--- config.mk ---
export PLATFORM = sky130hd
export DESIGN_NAME = serial_paralelo_flat
export DESIGN_NICKNAME = d
export VERILOG_FILES = /design/src/rtl/serial_paralelo_if.sv /design/src/rtl/serial_paralelo.sv /design/src/flat_wrapper.sv
export SDC_FILE = /design/constraint.sdc
export NUM_CORES = 1
export LEC_CHECK = 0
export BUFFER_PORTS_ARGS = -buffer_cell sky130_fd_sc_hd__buf_2
export CAP_MARGIN = 0
export CORE_UTILIZATION = 40
export CTS_BUF_LIST = sky130_fd_sc_hd__clkbuf_8
export CTS_CLUSTER_SIZE = 14
export DETAILED_ROUTE_END_ITERATION = 8
export PLACE_DENSITY = 0.62
export SYNTH_ARGS = -nofsm -noshare
export SYNTH_HDL_FRONTEND = slang
export SYNTH_SLANG_ARGS = --single-unit
--- constraint.sdc ---
create_clock -name clk_32f -period 2.7 [get_ports clk_32f]
set_input_delay 0.405 -clock clk_32f [delete_from_list [all_inputs] [get_ports clk_32f]]
set_output_delay 0.405 -clock clk_32f [all_outputs]
set_load 0.01 [all_outputs]
--- src/rtl/serial_paralelo_if.sv ---
// serial_paralelo_if: serial input and recovered parallel outputs of the deserializer
interface serial_paralelo_if;
    logic       in_serial;
    logic [7:0] data_out;
    logic       valid_out;
    logic       active;
    modport master (output in_serial, input data_out, valid_out, active);
    modport slave  (input in_serial, output data_out, valid_out, active);
endinterface

--- src/rtl/serial_paralelo.sv ---
// serial_paralelo: MSB-first deserializer that aligns on COM bytes and outputs non-COM bytes once active
module serial_paralelo #(
    parameter logic [7:0] COM          = 8'hBC,
    parameter int         ACTIVE_COUNT = 4
) (
    input logic              clk_32f,
    input logic              reset,
    serial_paralelo_if.slave bus
);
    localparam int CW = ($clog2(ACTIVE_COUNT + 1) > 3) ? $clog2(ACTIVE_COUNT + 1) : 3;
    localparam logic [CW-1:0] CMAX = CW'(ACTIVE_COUNT);
    localparam logic [1:0] SEARCH = 2'd0, ALIGN = 2'd1, ACTIVE = 2'd2;
    logic [1:0]    state, state_nxt;
    logic [7:0]    shift, cand;
    logic [2:0]    bit_cnt;
    logic [CW-1:0] com_cnt, com_nxt, com_inc;
    logic          boundary, is_com;
    assign cand     = {shift[6:0], bus.in_serial};
    assign boundary = bit_cnt == 3'd7;
    assign is_com   = cand == COM;
    assign com_inc  = com_cnt + 1'b1;
    always_comb begin
        state_nxt = state;
        com_nxt   = com_cnt;
        if (state == SEARCH && is_com) begin
            com_nxt   = 1;
            state_nxt = (CMAX <= 1) ? ACTIVE : ALIGN;
        end else if (state == ALIGN && boundary) begin
            com_nxt   = is_com ? ((com_inc >= CMAX) ? CMAX : com_inc) : '0;
            state_nxt = !is_com ? SEARCH : (com_inc >= CMAX) ? ACTIVE : ALIGN;
        end
    end
    always_ff @(posedge clk_32f or negedge reset) begin
        if (!reset) begin
            state         <= SEARCH;
            shift         <= '0;
            bit_cnt       <= '0;
            com_cnt       <= '0;
            bus.data_out  <= '0;
            bus.valid_out <= 1'b0;
            bus.active    <= 1'b0;
        end else begin
            state      <= state_nxt;
            com_cnt    <= com_nxt;
            shift      <= cand;
            bus.active <= state_nxt == ACTIVE;
            // a SEARCH hit defines the byte grid: the next sampled bit is bit 7
            bit_cnt    <= (state == SEARCH && is_com) ? 3'd0 : bit_cnt + 3'd1;
            if (state == ACTIVE && boundary) begin
                bus.valid_out <= !is_com;
                if (!is_com) bus.data_out <= cand;
            end
        end
    end
endmodule

--- src/flat_wrapper.sv ---
// flat-port wrapper written by rule: the top's interface ports become plain ports
module serial_paralelo_flat 
#(
    parameter logic [7:0] COM          = 8'hBC,
    parameter int         ACTIVE_COUNT = 4
)
  (clk_32f, reset, bus_in_serial, bus_data_out, bus_valid_out, bus_active);
  serial_paralelo_if bus_i ();
  input logic clk_32f;
  input logic reset;
  input wire logic [$bits(bus_i.in_serial)-1:0] bus_in_serial;
  output wire logic [$bits(bus_i.data_out)-1:0] bus_data_out;
  output wire logic [$bits(bus_i.valid_out)-1:0] bus_valid_out;
  output wire logic [$bits(bus_i.active)-1:0] bus_active;
  assign bus_i.in_serial = bus_in_serial;
  assign bus_data_out = bus_i.data_out;
  assign bus_valid_out = bus_i.valid_out;
  assign bus_active = bus_i.active;
  serial_paralelo #(.COM(COM), .ACTIVE_COUNT(ACTIVE_COUNT)) u_core (.clk_32f(clk_32f), .reset(reset), .bus(bus_i));
endmodule
==> qor.txt, run 1 <==
status -> finished clean
Crit Path Max Fanout -> 9
largest net degree at the start of global routing -> 26
# IOs -> 13
wire per inst -> 14.5 um
Hold WC Path Type -> in2async
crit start category -> flip-flop
Post-synth EDFFs -> 0
vias -> 599
Least-Margin Pin Slew -> 0.548 ns
initial antenna violation count -> 0
max-capacitance violation count -> 0
Gate Count Post-Synth -> 67
Post-Syn Area -> 1000 um2
crit share post-route -> 0.624
critical path buffer and inverter count -> 0
crit path time final -> 1.68 ns
antenna diode count -> 0
Synth async-reset ratio -> 1.00
area leader, netlist -> dfrtp_1
clock root buffer -> clkbuf_8
syn avg cell area -> 14.9 um2
Pleak -> 0.546 nW
final setup vio count -> 0
CP startpoint -> u_core.bit_cnt[0]
vias in the first global route -> 591
P&R area growth vs syn -> 14.4%
worst relative slew slack -> 0.635
Die ar. -> 2710 um2
Congestion Overflow GR -> 0
Max clock buf depth -> 2
Initial Utilization -> 0.440
Max Clock Skew -> 0.00701 ns
Worst path depth -> 5
Critical Path Sink Type -> flip-flop
Max stage delay cell, worst path -> mux2_2
clock slew at reported path FFs -> 0.09 ns
Worst setup endpoint -> u_core.bus.data_out[7]
reg2reg path depth -> 5
total power -> 0.000623 W
DRT Pass-1 Iters -> 4
dpl hpwl -> 1.13 mm
routability cong. -> 0.682
worst r2r src -> u_core.bit_cnt[0]
CTS tree -> built
Synth area leaders -> dfrtp_1 63%, mux2_2 6.7%, ha_1 3.8%
crit path cell chain -> ha_1 > ha_1 > nand3b_1 > a21oi_4 > mux2_2
number of CTS-inserted buffers -> 3
delay-heaviest family, CP -> multiplexers
final number of hold-violating endpoints -> 0
WS Path Type -> reg2reg
vias per inst -> 5.40
Yosys warnings -> 0
PD cells -> 544 nW/um2
PortBufs -> 12
Max IR drop VDD -> 0.000336 V
Die Wd -> 52.0 um
r2r endpoint -> u_core.bus.data_out[7]
postcts setup bufs -> 0
top cells by count, synth -> 25 x dfrtp_1, 6 x mux2_2, 3 x ha_1
top_reg_cell synth -> dfrtp_1
layout net count -> 90
post-cts resize count -> 0
Post-Syn Nets -> 73
Required @ worst endpoint -> 2.86 ns
height of the die -> 52.0 um
layout cell share with drive strength beyond 1 -> 0.337
Seq cells post-synth -> 25
first-pass GRT wire length -> 2.79 mm
H-tree depth -> 1
Total GRT Usage -> 0.144
Yosys cell types -> 30
DRC -> 0
R2R setup slack -> 1.02 ns
register area share after synthesis -> 0.625
slowest cell delay on critical path -> 0.38 ns
RSZ-0062 raised after global routing -> no
clock latency on the worst-skew pair -> 0.27 ns
most used cell, CP -> ha_1
Clock Sink Count -> 25
Fin Setup TNS -> 0 ns
remaining antenna violation count -> 0
CP arrival -> 1.85 ns
most common cell in the synthesized netlist -> dfrtp_1
DP Worst Slack -> 1.03 ns
Core Box Area -> 2280 um2
number of DRC markers in iteration 0 -> 8
Post-CTS Hold Fix Bufs -> 0
DRT Wirelength -> 1.61 mm
Fmax -> 0.594 GHz
share of the synthesized area in the top cell type -> 0.625
Site Rows -> 17
final setup margin -> 1.02 ns
Max Slew Vio Count -> 0
-- metal layers --
metal	up-vias	track usage	wire, um
li1	285	-	-
met1	298	0.213	824
met2	14	0.201	720
met3	2	0.0263	56
met4	0	0.0676	9
met5	-	0	0
-- cell type report --
cell class,instances,area (um2)
fillers,194,1130
repair buffers,12,60.1
well taps,28,35.0
flip-flops and latches,25,626
clock inverters,1,7.51
multi-input cells,41,372
inverters,1,3.75
clock buffers,3,41.3
-- power breakdown --
| group | internal, W | switching (W) | leakage (nW) | total (W) |
|---|---|---|---|---|
| Sequential | 0.000380 | 0.00000526 | 0.311 | 0.000385 |
| Combinational | 0.00000424 | 0.0000103 | 0.214 | 0.0000145 |
| Clock | 0.000104 | 0.000119 | 0.0217 | 0.000223 |
| Total | 0.000489 | 0.000134 | 0.546 | 0.000623 |
-- layout by cell type, fill, tap and decap left out, types with 2 or more instances in the layout --
cell type,n
ha_1,3
clkbuf_8,3
nand3_1,2
mux2_2,6
nand2_1,2
mux2_1,2
o21ai_1,2
buf_2,12
dfrtp_1,25
nand2b_1,2
and2_1,2
-- worst min-delay path by stage --
stage | from | endpoint | slack [ns]
6_report | reset | u_core.bus.data_out[7] | 0.11
5_1_grt | reset | u_core.bit_cnt[0] | 0.15
4_1_cts | reset | u_core.bus.data_out[7] | 0.13
3_5_place_dp | u_core.shift[5] | u_core.shift[6] | 0.40
3_3_place_gp | u_core.shift[5] | u_core.shift[6] | 0.40
2_1_floorplan | reset | u_core.bit_cnt[0] | 0.11
-- sequential cells by signal, indices dropped and copies added, names as in the netlist --
| signal | flops |
|---|---|
| u_core.com_cnt | 3 |
| u_core.bus.active | 1 |
| u_core.shift | 7 |
| u_core.bus.valid_out | 1 |
| u_core.state | 2 |
| u_core.bus.data_out | 8 |
| u_core.bit_cnt | 3 |
-- logic make-up (layout without fill, tap and decap cells) --
logic type | Yosys count | in the layout | share of synthesized area
xor+xnor | 1 | 1 | 0.00875
mux | 8 | 8 | 0.0900
buf+inv | 1 | 17 | 0.00375
flops | 25 | 25 | 0.625
compound gates | 12 | 12 | 0.101
fa+ha+maj | 3 | 3 | 0.0375
simple gates | 17 | 17 | 0.134
-- through the flow --
step | util | area, um2 | std cells | hold slack (ns)
floorplan | - | 1000 | 67 | 0.109
global placement | 0.482 | 1100 | 107 | 0.395
finish | 0.503 | 1140 | 111 | 0.111
CTS | 0.503 | 1140 | 111 | 0.130
global route | 0.503 | 1140 | 111 | 0.154
detailed placement | 0.482 | 1100 | 107 | 0.403
No activity file was read; power rests on OpenSTA's default activity.
==> inputs of run 2 (changes only) <==
Settings changed: PLACE_DENSITY 0.62 to 0.64.
Clock period 2.7 ns to 1.5 ns, I/O delays scaled along.
==> run 2 against run 1 <==
  * The run now ends with negative setup slack left
  * Non-clock buffer count up 18
  * Design area rose by 18%
  * Count of clock-buffer cells in the layout unchanged
  * Power up 79%
  * Global-route usage up 1.4 points
  * Critical path depth up 1
  * Clock power rose by 70%
  * Clock skew down 0.0042 ns
  * Hold slack gained 0.0014 ns
  * Maximum frequency up 5.9%
  * Largest cell class unchanged
  * Highest routed layer unchanged
==> qor.txt, run 2 (same netlist as run 1, synthesis figures left out) <==
status -> complete, but fails checks
violated checks -> negative setup slack
crit share post-route -> 1.06
height of the die -> 52.0 um
max-capacitance violation count -> 0
Fmax -> 0.629 GHz
vias per inst -> 5.23
final number of hold-violating endpoints -> 0
P_sw -> 0.000229 W
clock share of power -> 0.340
number of DRC markers in iteration 0 -> 10
Max IR drop VDD -> 0.000615 V
most frequent cells in the layout -> 25 x dfrtp_1, 14 x buf_4, 12 x buf_2
vias -> 675
DRT met1 WL -> 835 um
largest net degree at the start of global routing -> 26
antenna diode count -> 0
Total GRT Usage -> 0.158
H-tree depth -> 1
final setup vio count -> 11
total power -> 0.00112 W
dpl hpwl -> 1.27 mm
WS Path Type -> reg2reg
Site Rows -> 17
Max stage delay cell, worst path -> dfrtp_1
wire per inst -> 15.3 um
CTS tree -> built
layout net count -> 108
Least-Margin Pin Slew -> 0.538 ns
first-pass GRT wire length -> 3.08 mm
Die ar. -> 2710 um2
Initial Utilization -> 0.440
# IOs -> 13
Die Wd -> 52.0 um
commonest non-fill, non-tap cell in the layout -> dfrtp_1
Placed Instance Area -> 1180 um2
met2 routed WL -> 1.05 mm
DRT Wirelength -> 1.98 mm
slowest cell delay on critical path -> 0.37 ns
uppermost routed layer -> met4
vias in the first global route -> 696
Required @ worst endpoint -> 1.65 ns
P&R area growth vs syn -> 35.4%
Largest register FFs -> 8
remaining antenna violation count -> 0
Crit Path Max Fanout -> 9
Congestion Overflow GR -> 0
Max clock buf depth -> 2
routability cong. -> 0.741
Sw Share -> 0.205
crit start category -> flip-flop
biggest regs -> u_core.bus.data_out (8), u_core.shift (7)
PD cells -> 825 nW/um2
Top reg by flops -> u_core.bus.data_out
Critical Path Sink Type -> flip-flop
worst r2r src -> u_core.bit_cnt[0]
RSZ-0062 raised after global routing -> yes
met3 routed WL -> 65 um
Hold Path Origin -> bus_in_serial
Max Clock Skew -> 0.00281 ns
R2R setup slack -> -0.09 ns
Max Slew Vio Count -> 0
CP arrival -> 1.74 ns
number of CTS-inserted buffers -> 3
worst relative slew slack -> 0.641
sequential share of power -> 0.618
Core Box Area -> 2280 um2
Int Power -> 0.000888 W
crit path time final -> 1.59 ns
clock root buffer -> clkbuf_8
Pleak -> 0.642 nW
crit path cell chain -> ha_2 > ha_4 > nand3b_1 > a21oi_4 > buf_12 > mux2_2
WHS Path Cells -> 1
PortBufs -> 12
final setup margin -> -0.0903 ns
Clock Sink Count -> 25
Comb pwr share -> 0.043
layout cell share with drive strength beyond 1 -> 0.515
DRC -> 0
clock slew at reported path FFs -> 0.08 ns
initial antenna violation count -> 0
Final Cell Area -> 1360 um2
Fin Setup TNS -> -0.824 ns
Min Hold Slack -> 0.112 ns
r2r endpoint -> u_core.bus.data_out[5]
reg2reg path depth -> 6
DRT Pass-1 Iters -> 4
clock latency on the worst-skew pair -> 0.26 ns
Hold WC Path Type -> in2reg
Hold Path Sink -> u_core.shift[0]
[run 2: cell types whose count changed in the layout (fill, tap and decap cells not counted), sizes merged]
cell         before  now
buf              12   29
inv               1    2
dlygate4sd3       0    1
clkinvlp          1    0
[run 2: area by class of cell]
cell class | count | area, um2
Tap cell | 28 | 35.0
Clock inverter | 1 | 3.75
Clock buffer | 3 | 41.3
Fill cell | 176 | 921
Sequential cell | 25 | 626
Multi-Input combinational cell | 41 | 428
Inverter | 1 | 3.75
Timing Repair Buffer | 30 | 218
[run 2: layer usage]
layer / track usage / vias to the layer above
li1: - / 323
met1: 0.195 / 334
met2: 0.259 / 14
met3: 0.0351 / 4
met4: 0.0766 / 0
met5: 0 / -
[run 2: power by group through the flow]
stage          Clock [W]  Sequential [W]  Combinational (W)
2_1_floorplan          0        0.000705         0.00000756
3_3_place_gp           0        0.000703          0.0000419
3_5_place_dp           0        0.000704          0.0000431
4_1_cts         0.000396        0.000691          0.0000450
5_1_grt         0.000423        0.000692          0.0000543
6_report        0.000380        0.000691          0.0000476
[run 2: critical path: cells and delay by family (launching register included)]
kind	cells	cell delay (ns)
muxes	1	0.32
and+or+nand+nor	1	0.14
buffers and inverters	1	0.14
AOI/OAI and AO/OA	1	0.18
adders and majority gates	2	0.33
DFF	1	0.37
[run 2: worst max-delay path by stage]
stage          cells past startpoint                      to               from  slack [ns]
6_report                           6  u_core.bus.data_out[5]  u_core.bit_cnt[0]       -0.09
3_3_place_gp                       5  u_core.bus.data_out[1]  u_core.bit_cnt[0]       -0.08
2_1_floorplan                      5  u_core.bus.data_out[0]  u_core.bit_cnt[0]       -0.02
5_1_grt                            6  u_core.bus.data_out[6]  u_core.bit_cnt[0]       -0.17
4_1_cts                            6  u_core.bus.data_out[1]  u_core.bit_cnt[0]       -0.08
3_5_place_dp                       5  u_core.bus.data_out[5]  u_core.bit_cnt[0]       -0.15
[run 2: stage by stage]
stage,instances,setup WS (ns),util
2_1_floorplan,67,-0.0224,-
3_3_place_gp,118,-0.0809,0.519
3_5_place_dp,118,-0.147,0.519
4_1_cts,125,-0.0754,0.561
5_1_grt,129,-0.173,0.595
6_report,129,-0.0903,0.595
[run 2: what timing repair did]
action / in CTS / in global routing
setup endpoints to repair: 13 / 14
resized for setup: 2 / 11
setup buffers: 2 / 4
pin swaps: 2 / 4
gates cloned: 0 / 0
hold buffers: 1 / 0
hold endpoints to repair: 25 / 0
==> inputs of run 3 (changes only) <==
Settings changed: BUFFER_PORTS_ARGS -buffer_cell sky130_fd_sc_hd__buf_2 to unset, DONT_BUFFER_PORTS set to 1, PLACE_DENSITY 0.64 to 0.59.
==> run 3 against run 2 <==
  * The flow still finishes with violations (negative setup slack)
  * Power about the same
  * Critical endpoint is now u_core.bus.data_out[1]
  * Count of clock-buffer cells in the layout did not move
  * Highest routed layer unchanged
  * Global-route usage is 0.76 points higher
  * Sequential share of layout area grew 2.0 points
  * Critical path depth unchanged
  * Design area shrank 4.2%
  * Combinational power fell by 6.3%
  * Wire length fell by 2.1%
==> qor.txt, run 3 (same netlist as run 1, synthesis figures left out) <==
Int Power -> 0.000888 W
PortBufs -> 0
wire per inst -> 16.8 um
critical path buffer and inverter count -> 1
total power -> 0.00112 W
Die ar. -> 2710 um2
Fmax -> 0.612 GHz
remaining antenna violation count -> 0
Largest register FFs -> 8
height of the die -> 52.0 um
crit start category -> flip-flop
slowest cell delay on critical path -> 0.36 ns
DRT Wirelength -> 1.94 mm
Sw Share -> 0.206
Clock Sink Count -> 25
Site Rows -> 17
delay-heaviest family, CP -> flip-flops
Initial Utilization -> 0.440
layout net count -> 94
final number of hold-violating endpoints -> 0
final setup margin -> -0.134 ns
commonest non-fill, non-tap cell in the layout -> dfrtp_1
DP Worst Slack -> -0.0831 ns
number of CTS-inserted buffers -> 3
clock root buffer -> clkbuf_8
Fin Setup TNS -> -1.17 ns
violated checks -> negative setup slack
dpl hpwl -> 1.18 mm
vias per inst -> 5.46
# IOs -> 13
Max Clock Skew -> 0.00473 ns
number of DRC markers in iteration 0 -> 7
CTS tree -> built
Critical Path Sink Type -> flip-flop
WS Path Type -> reg2reg
final setup vio count -> 10
DRC -> 0
fillcell total -> 179
Top reg by flops -> u_core.bus.data_out
P&R area growth vs syn -> 29.6%
Core Box Area -> 2280 um2
crit path cell chain -> ha_2 > ha_4 > nand3b_1 > a21oi_4 > buf_12 > mux2_2
reg2reg path depth -> 6
Max Slew Vio Count -> 0
most frequent cells in the layout -> 25 x dfrtp_1, 12 x buf_4, 6 x mux2_2
Pleak -> 0.574 nW
Required @ worst endpoint -> 1.65 ns
Max clock buf depth -> 2
sequential share of power -> 0.618
largest net degree at the start of global routing -> 26
P_sw -> 0.000231 W
area occupied by multi-input gates -> 438 um2
status -> complete, but fails checks
WHS Path Cells -> 1
Congestion Overflow GR -> 0
DRT Pass-1 Iters -> 4
Max IR drop VDD -> 0.000560 V
PD cells -> 862 nW/um2
Comb pwr share -> 0.040
crit share post-route -> 1.09
clock latency on the worst-skew pair -> 0.26 ns
Max stage delay cell, worst path -> dfrtp_1
clock share of power -> 0.342
max-capacitance violation count -> 0
worst relative slew slack -> 0.741
Hold WC Path Type -> in2reg
antenna diode count -> 0
vias in the first global route -> 672
routability cong. -> 0.843
layout cell share with drive strength beyond 1 -> 0.425
vias -> 628
crit path time final -> 1.63 ns
clock slew at reported path FFs -> 0.08 ns
Least-Margin Pin Slew -> 0.384 ns
CP arrival -> 1.79 ns
Register Area -> 626 um2
RSZ-0062 raised after global routing -> yes
Crit Path Max Fanout -> 9
first-pass GRT wire length -> 3.16 mm
biggest regs -> u_core.bus.data_out (8), u_core.shift (7)
H-tree depth -> 1
Core Util, Final -> 0.570
Total GRT Usage -> 0.166
initial antenna violation count -> 0
Die Wd -> 52.0 um
Worst path depth -> 6
==> run 3: power by group through the flow <==
stage                     clock network, W   logic (W)  registers (W)
after floorplan                          0  0.00000756       0.000705
after global placement                   0   0.0000226       0.000704
after detailed placement                 0   0.0000230       0.000705
after CTS                         0.000398   0.0000472       0.000691
after global routing              0.000424   0.0000502       0.000693
final                             0.000383   0.0000446       0.000691
==> run 3: metrics by stage <==
stage,instance area [um2],hold WS [ns],cells
2_1_floorplan,1000,-0.0706,67
3_3_place_gp,1140,-0.0700,107
3_5_place_dp,1140,-0.0700,107
4_1_cts,1250,0.100,115
5_1_grt,1300,0.0935,115
6_report,1300,0.108,115
==> run 3: repair_timing <==
item | 4_1_cts | 5_1_grt
setup buffers | 1 | 1
endpoints found under the setup margin | 11 | 14
gates resized for setup | 2 | 9
hold buffers | 3 | 0
endpoints found under the hold margin | 26 | 0
pin swaps | 2 | 2
==> run 3: path summary, 6_finish.rpt <==
kind	from	end	slack [ns]
worst min register to register	u_core.shift[5]	u_core.shift[6]	0.42
worst min-delay path	bus_in_serial	u_core.bus.data_out[0]	0.11
min in group asynchronous	reset	u_core.bus.active	0.38
worst max register to register	u_core.bit_cnt[0]	u_core.bus.data_out[1]	-0.13
worst max-delay path	u_core.bit_cnt[0]	u_core.bus.data_out[1]	-0.13
max in group asynchronous	reset	u_core.bus.data_out[1]	0.97
==> run 3: worst register-to-register path: stages (launching register included) <==
cell	delay [ns]
dfrtp_1	0.36
ha_2	0.20
ha_4	0.14
nand3b_1	0.17
a21oi_4	0.19
buf_12	0.14
mux2_2	0.32
==> run 3: layout make-up <==
| class | count | share of cell area |
|---|---|---|
| repair buffers | 16 | 0.116 |
| inverters | 1 | 0.00289 |
| clock inverters | 1 | 0.00289 |
| clock buffers | 3 | 0.0318 |
| well taps | 28 | 0.0270 |
| multi-input cells | 41 | 0.338 |
| flip-flops and latches | 25 | 0.482 |
==> run 3: layer usage <==
metal	vias up	track usage	wire length [um]
met1	320	0.225	903
li1	291	-	-
met4	0	0.0811	24
met2	13	0.248	945
met5	-	0	0
met3	4	0.0351	63
